==> config.mk <==
export PLATFORM = sky130hd
export DESIGN_NAME = shift_unit_arbiter
export DESIGN_NICKNAME = d
export VERILOG_FILES = /design/src/rtl/shift_unit_arbiter.sv
export SDC_FILE = /design/constraint.sdc
export NUM_CORES = 1
export LEC_CHECK = 0
export ABC_AREA = 1
export CELL_PAD_IN_SITES_DETAIL_PLACEMENT = 2
export CELL_PAD_IN_SITES_GLOBAL_PLACEMENT = 2
export CORE_MARGIN = 4
export CORE_UTILIZATION = 22
export CTS_BUF_LIST = sky130_fd_sc_hd__clkbuf_4 sky130_fd_sc_hd__clkbuf_8 sky130_fd_sc_hd__clkbuf_16
export DETAILED_ROUTE_END_ITERATION = 8
export PLACE_DENSITY_LB_ADDON = 0.1
export REMOVE_ABC_BUFFERS = 1
export SYNTH_ARGS = -nofsm -noshare
export SYNTH_HDL_FRONTEND = slang
export SYNTH_SLANG_ARGS = --single-unit
==> constraint.sdc <==
create_clock -name clk -period 1.3 [get_ports clk]
set_input_delay 0.26 -clock clk [delete_from_list [all_inputs] [get_ports clk]]
set_output_delay 0.26 -clock clk [all_outputs]
set_load 0.05 [all_outputs]
==> src/rtl/shift_unit_arbiter.sv <==
// Round-robin arbiter for the shared 16-bit barrel shifter: two requesters, one
// operation in flight, operands registered onto the shifter bus, result returned per port.

module shift_unit_arbiter_lane #(
    parameter int DW = 16
) (
    input  logic          clk,
    input  logic          rst_n,
    input  logic          load,
    input  logic          clear,
    input  logic [DW-1:0] yout,
    output logic          valid,
    output logic [DW-1:0] data
);
    // data is deliberately kept after valid drops
    always_ff @(posedge clk or negedge rst_n) begin
        if (!rst_n) begin
            valid <= 1'b0;
            data  <= '0;
        end else if (load) begin
            valid <= 1'b1;
            data  <= yout;
        end else if (clear) begin
            valid <= 1'b0;
        end
    end
endmodule

module shift_unit_arbiter #(
    parameter int DW = 16,
    parameter int BW = 5
) (
    input  logic          clk,
    input  logic          rst_n,
    input  logic          req0_valid,
    output logic          req0_ready,
    input  logic [DW-1:0] req0_a,
    input  logic [BW-1:0] req0_b,
    input  logic          req0_rotate,
    input  logic          req0_sra,
    output logic          resp0_valid,
    input  logic          resp0_ready,
    output logic [DW-1:0] resp0_data,
    input  logic          req1_valid,
    output logic          req1_ready,
    input  logic [DW-1:0] req1_a,
    input  logic [BW-1:0] req1_b,
    input  logic          req1_rotate,
    input  logic          req1_sra,
    output logic          resp1_valid,
    input  logic          resp1_ready,
    output logic [DW-1:0] resp1_data,
    output logic [DW-1:0] sh_ain,
    output logic [BW-1:0] sh_bin,
    output logic          sh_rotate,
    output logic          sh_sra,
    input  logic [DW-1:0] sh_yout,
    output logic          busy,
    output logic          owner
);
    typedef enum logic [1:0] {IDLE, EXEC, RESP} state_t;

    state_t            state, state_nx;
    logic              ptr;
    logic              any_req, winner, grant;
    logic [1:0]        resp_rdy, resp_vld;
    logic [1:0][DW-1:0] resp_dat;

    assign any_req = req0_valid | req1_valid;
    // contention is settled by the pointer; otherwise the lone requester wins
    assign winner  = (req0_valid & req1_valid) ? ptr : req1_valid;
    assign grant   = (state == IDLE) & any_req;

    // gated by rst_n so no ready can leak out while reset is held
    assign req0_ready = rst_n & grant & ~winner;
    assign req1_ready = rst_n & grant & winner;
    assign busy       = (state != IDLE);

    always_comb begin
        state_nx = state;
        case (state)
            IDLE:    if (any_req) state_nx = EXEC;
            EXEC:    state_nx = RESP;
            RESP:    if (resp_rdy[owner]) state_nx = IDLE;
            default: state_nx = IDLE;
        endcase
    end

    always_ff @(posedge clk or negedge rst_n) begin
        if (!rst_n) begin
            state     <= IDLE;
            ptr       <= 1'b0;
            owner     <= 1'b0;
            sh_ain    <= '0;
            sh_bin    <= '0;
            sh_rotate <= 1'b0;
            sh_sra    <= 1'b0;
        end else begin
            state <= state_nx;
            if (grant) begin
                owner     <= winner;
                ptr       <= ~winner;
                sh_ain    <= winner ? req1_a      : req0_a;
                sh_bin    <= winner ? req1_b      : req0_b;
                sh_rotate <= winner ? req1_rotate : req0_rotate;
                sh_sra    <= winner ? req1_sra    : req0_sra;
            end
        end
    end

    assign resp_rdy = {resp1_ready, resp0_ready};

    for (genvar i = 0; i < 2; i++) begin : g_lane
        shift_unit_arbiter_lane #(.DW(DW)) u_lane (
            .clk   (clk),
            .rst_n (rst_n),
            .load  ((state == EXEC) && (owner == 1'(i))),
            .clear ((state == RESP) && (owner == 1'(i)) && resp_rdy[i]),
            .yout  (sh_yout),
            .valid (resp_vld[i]),
            .data  (resp_dat[i])
        );
    end

    assign resp0_valid = resp_vld[0];
    assign resp1_valid = resp_vld[1];
    assign resp0_data  = resp_dat[0];
    assign resp1_data  = resp_dat[1];
endmodule

==> impl_summary.log <==
[metrics] placed cell count: 648
[metrics] fin. max-slew vios: 0
[metrics] Max Cap Violations: 0
[metrics] number of antenna diodes: 0
[metrics] number of distinct library cells after synthesis: 21
[metrics] HPWL Detailed: 7230 um
[metrics] final wirelength: 12100 um
[metrics] ys flop type: sky130_fd_sc_hd__dfrtp_1
[metrics] proportion of total power due to net switching: 0.450
[metrics] antenna-violating nets left: 0
[metrics] non-filler cells, final: 689
[metrics] Wirelength per Cell: 17.5 um
[metrics] min Tclk post-route: 1.59 ns
[metrics] area taken by multi-input logic gates: 1130 um^2
[metrics] initial detailed-routing violation count: 87
[metrics] CP endpoint kind: output port
[metrics] power density over the cells: 3050 nW/um^2
[metrics] top cell types by occurrence after synthesis: sky130_fd_sc_hd__nand2_1 (106), sky130_fd_sc_hd__inv_1 (68), sky130_fd_sc_hd__dfrtp_1 (61)
[metrics] arrival time at the worst endpoint: 1.33 ns
[metrics] count of pins on the block boundary: 129
[metrics] global-route usage over all layers: 0.147
[metrics] EDFF count, synth: 0
[metrics] clock transition time at the flip-flop clock pins of the worst setup and hold paths: 0.06 ns
[metrics] worst relative slew slack: 0.757
[metrics] kind of critical path: reg2out
[metrics] async set or reset register ratio after synthesis: 1.00
[metrics] post-route DRC violation count: 0
[metrics] clock root buffer master: sky130_fd_sc_hd__clkbuf_16
[metrics] number of antenna violations at the first check in global routing: 1
[metrics] Port Buf Inserts: 128
[metrics] max frequency: 0.627 GHz
[metrics] Post-layout nets: 580
[metrics] number of warnings printed during yosys synthesis: 0
[metrics] floorplan die area: 14700 um^2
[metrics] most common cell in the netlist: sky130_fd_sc_hd__nand2_1
[metrics] CTS tree: built
[metrics] largest net degree at the start of global routing: 62
[metrics] area delta synth->final: 107%
[metrics] Gate power share: 0.644
[metrics] startpoint of the lowest-slack register-to-register path: state[1]
[metrics] number of storage elements in the synthesis netlist: 61
[metrics] weighted congestion at the end of routability-driven global placement: 0.682
[metrics] clock group share of total power: 0.134
[metrics] maximum root-to-sink buffer count: 2
[metrics] final setup violation count: 63
[metrics] H-tree depth: 3
[metrics] cell row count: 41
[metrics] Num CTS Buffers: 9
[metrics] FILL cells: 1315
[metrics] part of the Yosys area used for sequential elements: 0.541
[metrics] peak-usage layer in the global routing report: met2
[metrics] Final period util: 1.23
[metrics] origin of the worst min-delay path: sh_yout[8]
[metrics] Register Area: 1530 um^2
[metrics] Max rail drop VDD: 840 uV
[metrics] sum of overflow across all layers after global routing: 0
[metrics] mean instance size in the synthesized netlist: 8.03 um^2
[metrics] floorplan core area: 12600 um^2
[metrics] Worst Clk Skew: 0.00439 ns
[metrics] global routing usage on met3: 0.0466
[metrics] post-synthesis instance total: 351
[metrics] met1 layer usage reported by global route: 0.175
[metrics] endpoints failing hold: 0
[metrics] netlist area before placement: 2820 um^2
[metrics] crit-path max FO: 2
[metrics] largest area contributor in the netlist: sky130_fd_sc_hd__dfrtp_1
[metrics] first-pass GRT wire length: 16600 um
[metrics] smallest setup slack after layout: -0.294 ns
[metrics] First-pass DRT Iterations: 4
[metrics] violations in the final reports: negative setup slack
[metrics] crit path launch: state[1]
[metrics] leakage dissipation: 2.88 nW
[metrics] floorplan die height: 121 um
[metrics] unrepaired setup endpoints after global routing: true
[metrics] ratio of cells with drive above 1 in the final layout: 0.333
[metrics] global-route met2 utilization: 0.246
[metrics] type of element launching the critical path: flip-flop
[metrics] Die X-Extent: 121 um
[metrics] worst min-delay path category: in2reg
[metrics] internal power contribution: 9.81 mW
[metrics] switching power of the nets: 8.01 mW
[metrics] Num Clock Sinks: 61
[metrics] utilization of the core after routing: 0.465
[metrics] result of the run: complete, but fails checks
[metrics] number of global-route vias before repair: 3194
[metrics] measured slew at the worst slew-check pin: 0.364 ns
[metrics] worst skew pair latency: 0.33 ns
[metrics] top cell type's share of synthesized area: 0.541
[metrics] largest cells by area after synthesis: sky130_fd_sc_hd__dfrtp_1 (54%), sky130_fd_sc_hd__nand2_1 (14%), sky130_fd_sc_hd__inv_1 (9.1%), sky130_fd_sc_hd__nand3_1 (8.5%), sky130_fd_sc_hd__o21ai_0 (5.9%)
[metrics] required arrival time at the worst endpoint: 1.04 ns
[metrics] effective utilization at floorplan: 0.224
[metrics] proportion of power drawn by flip-flops and latches: 0.222
[metrics] routed via count: 2977
[metrics] post-DR vias/cell: 4.32
## path summary, 6_finish.rpt
kind / end / slack [ns] / cells past startpoint
worst max-delay path: req0_ready / -0.29 / 4
worst min-delay path: g_lane[1].u_lane.data[8] / 0.51 / 3
worst max register to register: g_lane[0].u_lane.data[5] / -0.22 / 7
worst min register to register: sh_ain[9] / 0.53 / 2
max in group asynchronous: sh_ain[9] / 0.43 / 3
min in group asynchronous: g_lane[1].u_lane.data[12] / 0.56 / 3
## routing by layer
metal,wire length [um],part of all wire
met1,4930,0.41
met2,6190,0.51
met3,728,0.060
met4,206,0.017
met5,13,0.0011
## sequential cells by signal, indices dropped and copies added, names as in the netlist
name,flops
state,2
sh_bin,5
sh_sra,1
ptr,1
g_lane.u_lane.data,32
sh_ain,16
sh_rotate,1
g_lane.u_lane.valid,2
owner,1
## critical path, stage by stage (launching register included)
cell                      delay [ns]
sky130_fd_sc_hd__dfrtp_1        0.40
sky130_fd_sc_hd__nor2_2         0.17
sky130_fd_sc_hd__o21ai_2        0.09
sky130_fd_sc_hd__nor3_2         0.15
sky130_fd_sc_hd__buf_6          0.19
## layout make-up
type | count | share of cell area
clock buffers | 9 | 0.0385
repair buffers | 167 | 0.410
inverters | 70 | 0.0475
flip-flops and latches | 61 | 0.261
multi-input cells | 203 | 0.194
clock inverters | 7 | 0.0113
well taps | 172 | 0.0368
## cell families (layout without fill, tap and decap cells)
| group | count (synthesis) | after routing | synth area share |
|---|---|---|---|
| AO/OA/AOI/OAI | 38 | 38 | 0.0697 |
| flip-flops | 61 | 61 | 0.541 |
| buffers and inverters | 87 | 253 | 0.133 |
| AND/OR/NAND/NOR | 165 | 165 | 0.256 |
## cells in the final DEF (no fill, tap or decap), types with 2 or more instances in the layout
| cell type | instances |
|---|---|
| sky130_fd_sc_hd__buf_12 | 64 |
| sky130_fd_sc_hd__buf_4 | 18 |
| sky130_fd_sc_hd__buf_6 | 7 |
| sky130_fd_sc_hd__buf_8 | 2 |
| sky130_fd_sc_hd__clkbuf_16 | 17 |
| sky130_fd_sc_hd__clkdlybuf4s50_1 | 64 |
| sky130_fd_sc_hd__clkinv_2 | 4 |
| sky130_fd_sc_hd__dfrtp_1 | 61 |
| sky130_fd_sc_hd__dlygate4sd2_1 | 2 |
| sky130_fd_sc_hd__inv_1 | 66 |
| sky130_fd_sc_hd__inv_2 | 2 |
| sky130_fd_sc_hd__inv_8 | 2 |
| sky130_fd_sc_hd__nand2_1 | 87 |
| sky130_fd_sc_hd__nand2_2 | 20 |
| sky130_fd_sc_hd__nand3_1 | 31 |
| sky130_fd_sc_hd__nand3_2 | 15 |
| sky130_fd_sc_hd__nand3_4 | 4 |
| sky130_fd_sc_hd__nor2_2 | 2 |
| sky130_fd_sc_hd__o21ai_0 | 3 |
| sky130_fd_sc_hd__o21ai_1 | 28 |
| sky130_fd_sc_hd__o21ai_2 | 6 |
## metrics by stage
step           TNS, ns  hold slack [ns]  worst slack [ns]  total power, mW  instance area [um^2]
4_1_cts          -1.98            0.498            -0.305             16.6                  5340
3_5_place_dp    -11.77            0.339            -0.470             13.8                  4950
6_report         -9.23            0.510            -0.294             17.8                  5840
3_3_place_gp    -10.52            0.345            -0.437             13.6                  4950
5_1_grt         -12.64            0.526            -0.354             18.7                  5840
2_1_floorplan    -5.73          -0.0356             -1.03             8.13                  2710
## what timing repair did
action / in CTS / in global routing
endpoints found under the hold margin: 61 / 0
gates cloned: 0 / 11
pin swaps: 3 / 21
endpoints found under the setup margin: 29 / 60
hold buffers: 1 / 0
resized for setup: 21 / 80
setup buffers: 6 / 9
## power groups by stage
stage / clock [mW] / sequential (mW) / combinational (mW)
global placement: 0 / 3.89 / 9.73
detailed placement: 0 / 3.92 / 9.89
floorplan: 0 / 6.48 / 1.64
global route: 2.54 / 4.08 / 12.1
finish: 2.38 / 3.96 / 11.5
CTS: 2.45 / 3.90 / 10.2
No activity file was read; power rests on OpenSTA's default activity.
